`src/rtl/dm_pkg.sv`:
```
// Shared definitions for the debug-module dmstatus path.
// Contents: dmstatus bit positions, the 0.13 version code, and the any/all
// reduction used for every per-hart status field.
package dm_pkg;

  localparam logic [3:0] DM_VERSION_013 = 4'd2;

  localparam int unsigned DMS_IMPEBREAK       = 22;
  localparam int unsigned DMS_ALLHAVERESET    = 19;
  localparam int unsigned DMS_ANYHAVERESET    = 18;
  localparam int unsigned DMS_ALLRESUMEACK    = 17;
  localparam int unsigned DMS_ANYRESUMEACK    = 16;
  localparam int unsigned DMS_ALLNONEXISTENT  = 15;
  localparam int unsigned DMS_ANYNONEXISTENT  = 14;
  localparam int unsigned DMS_ALLUNAVAIL      = 13;
  localparam int unsigned DMS_ANYUNAVAIL      = 12;
  localparam int unsigned DMS_ALLRUNNING      = 11;
  localparam int unsigned DMS_ANYRUNNING      = 10;
  localparam int unsigned DMS_ALLHALTED       = 9;
  localparam int unsigned DMS_ANYHALTED       = 8;
  localparam int unsigned DMS_AUTHENTICATED   = 7;
  localparam int unsigned DMS_AUTHBUSY        = 6;
  localparam int unsigned DMS_HASRESETHALTREQ = 5;
  localparam int unsigned DMS_CONFSTRPTRVALID = 4;

  // Returns {all, any} of x over the selected set. Operands are zero-extended
  // to 64 bits; unused upper sel bits are 0, so ~sel there is 1 and does not
  // disturb the "all" term. An empty selection yields {0,0}.
  function automatic logic [1:0] any_all(input logic [63:0] sel,
                                         input logic [63:0] x);
    logic any_v, all_v;
    any_v = |(sel & x);
    all_v = (|sel) & (&(~sel | x));
    return {all_v, any_v};
  endfunction

endpackage

```
`src/rtl/dm_hart_sticky.sv`:
```
// One hart's sticky havereset / resumeack flags.
// Ports: clk_i/rst_ni clock and async active-low reset; dmactive (low holds
// resumeack clear); hart_reset / hart_resumeack set pulses from the hart;
// ack_clr / resume_clr clear pulses already qualified by hart selection;
// havereset / resumeack the flag outputs.
module dm_hart_sticky (
  input  logic clk_i,
  input  logic rst_ni,
  input  logic dmactive,
  input  logic hart_reset,
  input  logic hart_resumeack,
  input  logic ack_clr,
  input  logic resume_clr,
  output logic havereset,
  output logic resumeack
);

  // A reset event racing an acknowledge must not be lost: set wins.
  always_ff @(posedge clk_i or negedge rst_ni) begin
    if (!rst_ni)         havereset <= 1'b1;
    else if (hart_reset) havereset <= 1'b1;
    else if (ack_clr)    havereset <= 1'b0;
  end

  // An ack arriving with a new resume request belongs to the previous
  // request, so clear wins.
  always_ff @(posedge clk_i or negedge rst_ni) begin
    if (!rst_ni)             resumeack <= 1'b0;
    else if (!dmactive)      resumeack <= 1'b0;
    else if (resume_clr)     resumeack <= 1'b0;
    else if (hart_resumeack) resumeack <= 1'b1;
  end

endmodule

```
`src/rtl/dm_status_agg.sv`:
```
// dmstatus generator for the debug module.
// Ports: clk_i/rst_ni clock and async active-low reset; dmactive_i;
// per-hart level status (hart_halted_i/hart_running_i/hart_unavail_i) and
// event pulses (hart_reset_i/hart_resumeack_i); selection (hartsel_i,
// hasel_i, hawindow_i); command pulses (ackhavereset_i, resumereq_i);
// pass-through auth/confstr bits; dmstatus_o registered status word.
module dm_status_agg
  import dm_pkg::*;
#(
  parameter int         NHARTS          = 4,
  parameter int         HARTSEL_W       = 10,
  parameter logic [3:0] VERSION         = DM_VERSION_013,
  parameter logic       IMPEBREAK       = 1'b0,
  parameter logic       HASRESETHALTREQ = 1'b1
) (
  input  logic                 clk_i,
  input  logic                 rst_ni,
  input  logic                 dmactive_i,
  input  logic [NHARTS-1:0]    hart_halted_i,
  input  logic [NHARTS-1:0]    hart_running_i,
  input  logic [NHARTS-1:0]    hart_unavail_i,
  input  logic [NHARTS-1:0]    hart_reset_i,
  input  logic [NHARTS-1:0]    hart_resumeack_i,
  input  logic [HARTSEL_W-1:0] hartsel_i,
  input  logic                 hasel_i,
  input  logic [NHARTS-1:0]    hawindow_i,
  input  logic                 ackhavereset_i,
  input  logic                 resumereq_i,
  input  logic                 authenticated_i,
  input  logic                 authbusy_i,
  input  logic                 confstrptrvalid_i,
  output logic [31:0]          dmstatus_o
);

  localparam logic [31:0] RST_WORD =
    (32'(IMPEBREAK) << DMS_IMPEBREAK) |
    (32'(HASRESETHALTREQ) << DMS_HASRESETHALTREQ) |
    32'(VERSION);

  logic [NHARTS-1:0] sel, halted_e, running_e, havereset, resumeack;
  logic              nonexist;
  logic [31:0]       word;

  // Index compare is done at full 32-bit width so an out-of-range hartsel
  // never aliases onto a real hart.
  assign nonexist = 32'(hartsel_i) >= 32'(NHARTS);

  for (genvar i = 0; i < NHARTS; i++) begin : g_hart
    assign sel[i] = (32'(hartsel_i) == 32'(i)) | (hasel_i & hawindow_i[i]);
    // Unavailable dominates, then halted, then running.
    assign halted_e[i]  = hart_halted_i[i] & ~hart_unavail_i[i];
    assign running_e[i] = hart_running_i[i] & ~hart_halted_i[i] & ~hart_unavail_i[i];

    dm_hart_sticky u_sticky (
      .clk_i          (clk_i),
      .rst_ni         (rst_ni),
      .dmactive       (dmactive_i),
      .hart_reset     (hart_reset_i[i]),
      .hart_resumeack (hart_resumeack_i[i]),
      .ack_clr        (ackhavereset_i & sel[i]),
      .resume_clr     (resumereq_i & sel[i]),
      .havereset      (havereset[i]),
      .resumeack      (resumeack[i])
    );
  end

  always_comb begin
    word = RST_WORD;
    {word[DMS_ALLHAVERESET], word[DMS_ANYHAVERESET]} = any_all(64'(sel), 64'(havereset));
    {word[DMS_ALLRESUMEACK], word[DMS_ANYRESUMEACK]} = any_all(64'(sel), 64'(resumeack));
    {word[DMS_ALLUNAVAIL],   word[DMS_ANYUNAVAIL]}   = any_all(64'(sel), 64'(hart_unavail_i));
    {word[DMS_ALLRUNNING],   word[DMS_ANYRUNNING]}   = any_all(64'(sel), 64'(running_e));
    {word[DMS_ALLHALTED],    word[DMS_ANYHALTED]}    = any_all(64'(sel), 64'(halted_e));
    word[DMS_ANYNONEXISTENT]  = nonexist;
    word[DMS_ALLNONEXISTENT]  = nonexist & ~|sel;
    word[DMS_AUTHENTICATED]   = authenticated_i;
    word[DMS_AUTHBUSY]        = authbusy_i;
    word[DMS_CONFSTRPTRVALID] = confstrptrvalid_i;
  end

  always_ff @(posedge clk_i or negedge rst_ni) begin
    if (!rst_ni) dmstatus_o <= RST_WORD;
    else         dmstatus_o <= word;
  end

endmodule

```
`config.mk`:
```
export PLATFORM = sky130hd
export DESIGN_NAME = dm_status_agg
export DESIGN_NICKNAME = d
export VERILOG_FILES = /design/src/rtl/dm_pkg.sv /design/src/rtl/dm_hart_sticky.sv /design/src/rtl/dm_status_agg.sv
export SDC_FILE = /design/constraint.sdc
export NUM_CORES = 1
export LEC_CHECK = 0
export CORE_MARGIN = 3
export CORE_UTILIZATION = 38
export DETAILED_ROUTE_END_ITERATION = 12
export PLACE_DENSITY = 0.76
export RECOVER_POWER = 25
export SLEW_MARGIN = 10
export SYNTH_ARGS = -nofsm -noshare
export SYNTH_HDL_FRONTEND = slang
export SYNTH_HIERARCHICAL = 1
export SYNTH_SLANG_ARGS = --single-unit
```
`constraint.sdc`:
```
create_clock -name clk_i -period 3.7 [get_ports clk_i]
set_clock_uncertainty 0.1 [all_clocks]
set_input_delay 0.74 -clock clk_i [delete_from_list [all_inputs] [get_ports clk_i]]
set_output_delay 0.74 -clock clk_i [all_outputs]
set_load 0.02 [all_outputs]
```
==> flow_metrics.tcl, run 1 <==
set metrics [dict create \
    cap_viol_max_count 0 \
    finalNetCount 259 \
    min_period_ps 2673 \
    cts_num_sinks 23 \
    critPathArrivalTime_ps 2780 \
    dp_slack_ps 735.7 \
    cts_resized 0 \
    overflow 0 \
    yosys_warnings 6 \
    placed_cells 259 \
    min_path_type "register to register" \
    synth-compound-area-share_pct 18.48 \
    synth_area_per_cell_um2 9.439 \
    cts.htree.levels 1 \
    layout_common_cells "clkdlybuf4s50_1, dfrtp_1, conb_1" \
    maxSlewHeadroom_pct 34.13 \
    grt_first_pass_wirelength_um 6582 \
    rows 22 \
    hpwl_um 2906 \
    hold_viol 0 \
    portBuffers 57 \
    vias 1359 \
    nFillCells 380 \
    worstSetupStartpoint "hartsel_i[7]" \
    async_flop_share_pct 100.0 \
    status "finished clean" \
    finalSetupTns_ps 0 \
    tightest_slew_ps 984.7 \
    synthDistinctLibCells 42 \
    die-area_um2 4767 \
    synth_top_family_by_area "simple AND/OR/NAND/NOR gates" \
    clock_latency_ps 270 \
    final_cells 263 \
    finalMaxSlewViolations 0 \
    synth_area_um2 1510 \
    p_total_w 0.0006145 \
    dr.pass1.iters 4 \
    synth_seq_cells 23 \
    yosysSeqAreaShare_pct 38.44 \
    cts-root-buf "clkbuf_8" \
    die_width_um 69.04 \
    endpoint_kind "register" \
    hold_path.startpoint "g_hart[1].u_sticky/havereset" \
    synth_adder_area_share_pct 0 \
    grt_max_degree 21 \
    n_antenna_cell 0 \
    track_usage_pct 17.03 \
    setup_viol 0 \
    synth_xor_area_share_pct 0 \
    cp-start-kind "primary input" \
    hold_buffers 0 \
    antenna_left 0 \
    cellPowerDensity_nw_per_um2 292.9 \
    cts_tree "built" \
    fin_util_pct 56.05 \
    synth-edff-count 0 \
    final_common_cell "clkdlybuf4s50_1" \
    wl_um 3828 \
    postCtsSetupBuffers 0 \
    leakage_nw 0.8681 \
    rsz0062_at_grt "no" \
    drtIter0Drc 74 \
    antenna_found_initial 0 \
    critPathKind "primary input to register" \
    area_growth_syn_to_layout_pct 38.94 \
    cts-buffers-inserted 3 \
    place_congestion 0.9087 \
    via_per_inst 5.167 \
    grt_pass1_vias 1374 \
    core_area_um2 3744 \
    drc 0 \
    die_y_um 69.04 \
    clockBufferDepth 2 \
    crit_fanout 8 \
    cp_data_required_time_ps 3810 \
    muxShareOfSynthArea_pct 1.326 \
    vdd_drop_max_mv 0.1391 \
    final_layout_size_suffix_gt1_share_pct 9.767 \
    ios 75 \
    synthFlopType "dfrtp_1" \
    synth-simple-area-share_pct 28.25 \
    finalCritPeriodShare_pct 72.25 \
    fmax_mhz 374.1 \
    r2r-start "g_hart[3].u_sticky/havereset" \
    initial_core_util_pct 40.34 \
    setup_ws_ps 1027 \
    wl_per_cell_um 14.56 \
    synth_cells 160 \
    clk_pin_slew_ps 80 \
]
==> layout make-up <==
class	count	area (um2)	area share, %
multi-input cells	119	789.5	37.63
repair buffers	59	585.6	27.91
flip-flops and latches	23	580.6	27.67
well taps	48	60.06	2.862
clock buffers	4	45.04	2.147
inverters	10	37.54	1.789
==> where the power goes <==
part / switching [W] / internal (W)
clock: 0.0000814 / 0.0000770
sequential: 0.00000845 / 0.000270
combinational: 0.0000906 / 0.0000869
==> sequential cells by signal, summed over array words and instances, names as in the netlist <==
register	cells
dmstatus_o	15
g_hart.u_sticky/resumeack	4
g_hart.u_sticky/havereset	4
==> metal layers <==
| layer | GRT usage, % | vias to the layer above | wire length, um |
|---|---|---|---|
| li1 | - | 652 | - |
| met1 | 23.63 | 634 | 1764 |
| met2 | 25.95 | 68 | 1719 |
| met3 | 4.519 | 5 | 302 |
| met4 | 4.989 | 0 | 41 |
| met5 | 0 | - | 0 |
==> critical path, cell delays in order <==
cell and delay [ps]:
clkdlybuf4s50_1 440, or4_1 700, o41ai_4 520, and2_1 210, inv_1 40, a21o_1 140
==> synth_stat cells, types with 2 or more instances <==
| cell type | number | area share [%] |
|---|---|---|
| and3b_1 | 2 | 1.2 |
| or3b_2 | 2 | 1.2 |
| nand3_1 | 5 | 1.7 |
| nor4_1 | 2 | 0.83 |
| nand4_1 | 2 | 0.83 |
| conb_1 | 2 | 0.50 |
| nor4_2 | 2 | 1.7 |
| a32o_1 | 2 | 1.3 |
| o31ai_1 | 2 | 0.99 |
| dfrtp_1 | 19 | 31 |
| a32oi_1 | 3 | 1.7 |
| clkbuf_1 | 4 | 0.99 |
| and2_1 | 8 | 3.3 |
| a222oi_1 | 3 | 2.0 |
| a21o_1 | 4 | 2.0 |
| mux2i_1 | 2 | 1.3 |
| nand2_1 | 12 | 3.0 |
| o221ai_1 | 2 | 1.2 |
| o2111ai_1 | 2 | 1.2 |
| dfstp_2 | 4 | 7.0 |
| nor2b_1 | 11 | 4.6 |
| inv_1 | 10 | 2.5 |
| or4_4 | 2 | 1.5 |
| a21oi_1 | 5 | 1.7 |
| nor3_1 | 2 | 0.66 |
| nor3b_2 | 4 | 3.3 |
| nand2b_1 | 4 | 1.7 |
| nor2_1 | 8 | 2.0 |
| buf_4 | 17 | 8.5 |
==> path summary, 6_finish.rpt <==
| check | end | slack, ps | cells past startpoint |
|---|---|---|---|
| worst min-delay path | dmstatus_o[19] | 420 | 2 |
| min in group asynchronous | dmstatus_o[15] | 970 | 1 |
| worst min register to register | dmstatus_o[19] | 420 | 2 |
| worst max register to register | dmstatus_o[19] | 2240 | 4 |
| max in group asynchronous | g_hart[3].u_sticky/havereset | 1810 | 2 |
| worst max-delay path | g_hart[2].u_sticky/havereset | 1030 | 6 |
==> metrics by stage <==
| stage | area [um2] | hold WS (ps) |
|---|---|---|
| after CTS | 2098 | 415.2 |
| after global routing | 2098 | 438.8 |
| after global placement | 2053 | 393.8 |
| after floorplan | 1567 | 344.4 |
| final | 2098 | 417.2 |
| after detailed placement | 2053 | 404.0 |
==> kinds of logic (layout without fill, tap and decap cells) <==
group	count (synthesis)	after routing
buffers and inverters	33	73
DFF	23	23
other	2	17
and+or+nand+nor	68	68
AOI/OAI and AO/OA	32	32
muxes	2	2
No activity file was read; power rests on OpenSTA's default activity.
==> run 2: changes to the inputs <==
Clock period 3.7 ns to 2.5 ns, I/O delays scaled along.
==> run 2 against run 1 <==
Compared with the run above: non-clock buffer count rose by 17; final cell count is 6.5% higher; worst hold slack got worse by 12 ps; sequential power rose by 48%; sequential share of layout area decreased by 1.6 points; highest routed layer unchanged; combinational power grew 59%; wire length up 5.1%; largest power group unchanged; cell area is 6.0% higher; clock power is 47% higher.
==> flow_metrics.tcl, run 2 (same netlist as run 1, synthesis figures left out) <==
set metrics [dict create \
    min_period_ps 2322 \
    area_growth_syn_to_layout_pct 47.22 \
    clock_latency_ps 260 \
    critPathKind "primary input to register" \
    cellPowerDensity_nw_per_um2 416.9 \
    portBuffers 57 \
    cts_num_sinks 23 \
    place_congestion 0.8779 \
    critPathBufInv 1 \
    top_regs "dmstatus_o: 15 flops, g_hart.u_sticky/havereset: 4 flops, g_hart.u_sticky/resumeack: 4 flops" \
    crit_chain "clkdlybuf4s50_1 > or4_1 > or4_4 > o221ai_1 > a21oi_1" \
    clockBufferDepth 2 \
    drtIter0Drc 176 \
    grt_max_degree 16 \
    wl_per_cell_um 14.36 \
    fmax_mhz 430.6 \
    final_layout_size_suffix_gt1_share_pct 16.38 \
    cts.htree.levels 1 \
    antenna_left 0 \
    finalCritPeriodShare_pct 92.89 \
    cpPeakStageDelay_ps 700 \
    maxSlewHeadroom_pct 47.17 \
    crit_fanout 5 \
    cts_tree "built" \
    core_area_um2 3744 \
    status "finished clean" \
    hpwl_um 3212 \
    cp_data_required_time_ps 2540 \
    overflow 0 \
    finalNetCount 276 \
    vdd_drop_max_mv 0.3351 \
    grt_pass1_vias 1397 \
    n_antenna_cell 0 \
    regMostFlops "dmstatus_o" \
    rows 22 \
    via_per_inst 5.161 \
    vias 1445 \
    cp_slowest_cell "or4_1" \
    hold_buffers 0 \
    cts-root-buf "clkbuf_8" \
    track_usage_pct 17.17 \
    postCtsSetupBuffers 0 \
    grt_first_pass_wirelength_um 6748 \
    initial_core_util_pct 40.34 \
    endpoint_kind "register" \
    largest_register_ffs 15 \
    min_path_type "register to register" \
    antenna_found_initial 0 \
    final_common_cell "clkdlybuf4s50_1" \
    die-area_um2 4767 \
    setup_viol 0 \
    dr.pass1.iters 4 \
    cap_viol_max_count 0 \
    tightest_slew_ps 792.4 \
    critPathArrivalTime_ps 2360 \
    cts-buffers-inserted 3 \
    ios 75 \
    cts_resized 0 \
    wl_um 4022 \
    whs_ps 405.5 \
    die_y_um 69.04 \
    die_width_um 69.04 \
    finalMaxSlewViolations 0 \
    finalSetupTns_ps 0 \
    crit_family "simple AND/OR/NAND/NOR gates" \
    drc 0 \
    rsz0062_at_grt "no" \
    hold_viol 0 \
    leakage_nw 0.9496 \
    clk_pin_slew_ps 90 \
    layout_common_cells "clkdlybuf4s50_1, dfrtp_1, buf_4" \
    cp-start-kind "primary input" \
]
run 2: changes by cell type in the layout (fill, tap and decap cells not counted), sizes merged:
cell	change
clkinv	+1
buf	+16
run 2: worst min-delay path, stage by stage (launching register included):
cell	delay [ps]
dfstp_2	390
nand2_1	50
nand2_1	40
run 2: path summary, 6_finish.rpt:
kind                                               from                            to  slack [ps]  cells past startpoint
setup / recovery                           hartsel_i[7]                dmstatus_o[19]         180                      5
hold / removal             g_hart[3].u_sticky/havereset                dmstatus_o[18]         410                      2
setup reg to reg           g_hart[3].u_sticky/havereset                dmstatus_o[19]        1050                      4
hold reg to reg            g_hart[3].u_sticky/havereset                dmstatus_o[18]         410                      2
max in group asynchronous                        rst_ni  g_hart[2].u_sticky/resumeack         730                      2
min in group asynchronous                        rst_ni                dmstatus_o[14]         500                      1
run 2: area by class of cell:
class / instances / area, um2
Fill cell: 344 / 1520
Multi-Input combinational cell: 119 / 789.5
Timing Repair Buffer: 76 / 709.4
Sequential cell: 23 / 580.6
Tap cell: 48 / 60.06
Clock buffer: 3 / 41.29
Inverter: 10 / 37.54
Clock inverter: 1 / 5.005
run 2: metrics by stage:
step                      instance area, um2  utilization, %  worst slack [ps]  power (W)  std cells
final                                   2223           59.39             177.7  0.0009269        280
after floorplan                         1567               -             403.7  0.0005635        175
after global placement                  2181           58.26            -72.99  0.0007001        276
after global routing                    2223           59.39             61.86  0.0009821        280
after detailed placement                2181           58.26            -98.59  0.0007031        276
after CTS                               2227           59.49             191.8  0.0009361        280
run 2: layer usage:
| layer | global-route usage (%) | wire [um] | vias to the layer above |
|---|---|---|---|
| met3 | 4.956 | 354 | 5 |
| met2 | 26.17 | 1881 | 82 |
| met5 | 0 | 0 | - |
| li1 | - | - | 683 |
| met1 | 23.41 | 1755 | 675 |
| met4 | 5.423 | 31 | 0 |
run 2: power by group:
part	internal [W]	switching (W)	total, W	leakage [nW]
Sequential	0.000400	0.0000139	0.000414	0.275
Combinational	0.000143	0.000138	0.000281	0.649
Clock	0.000111	0.000121	0.000232	0.0255
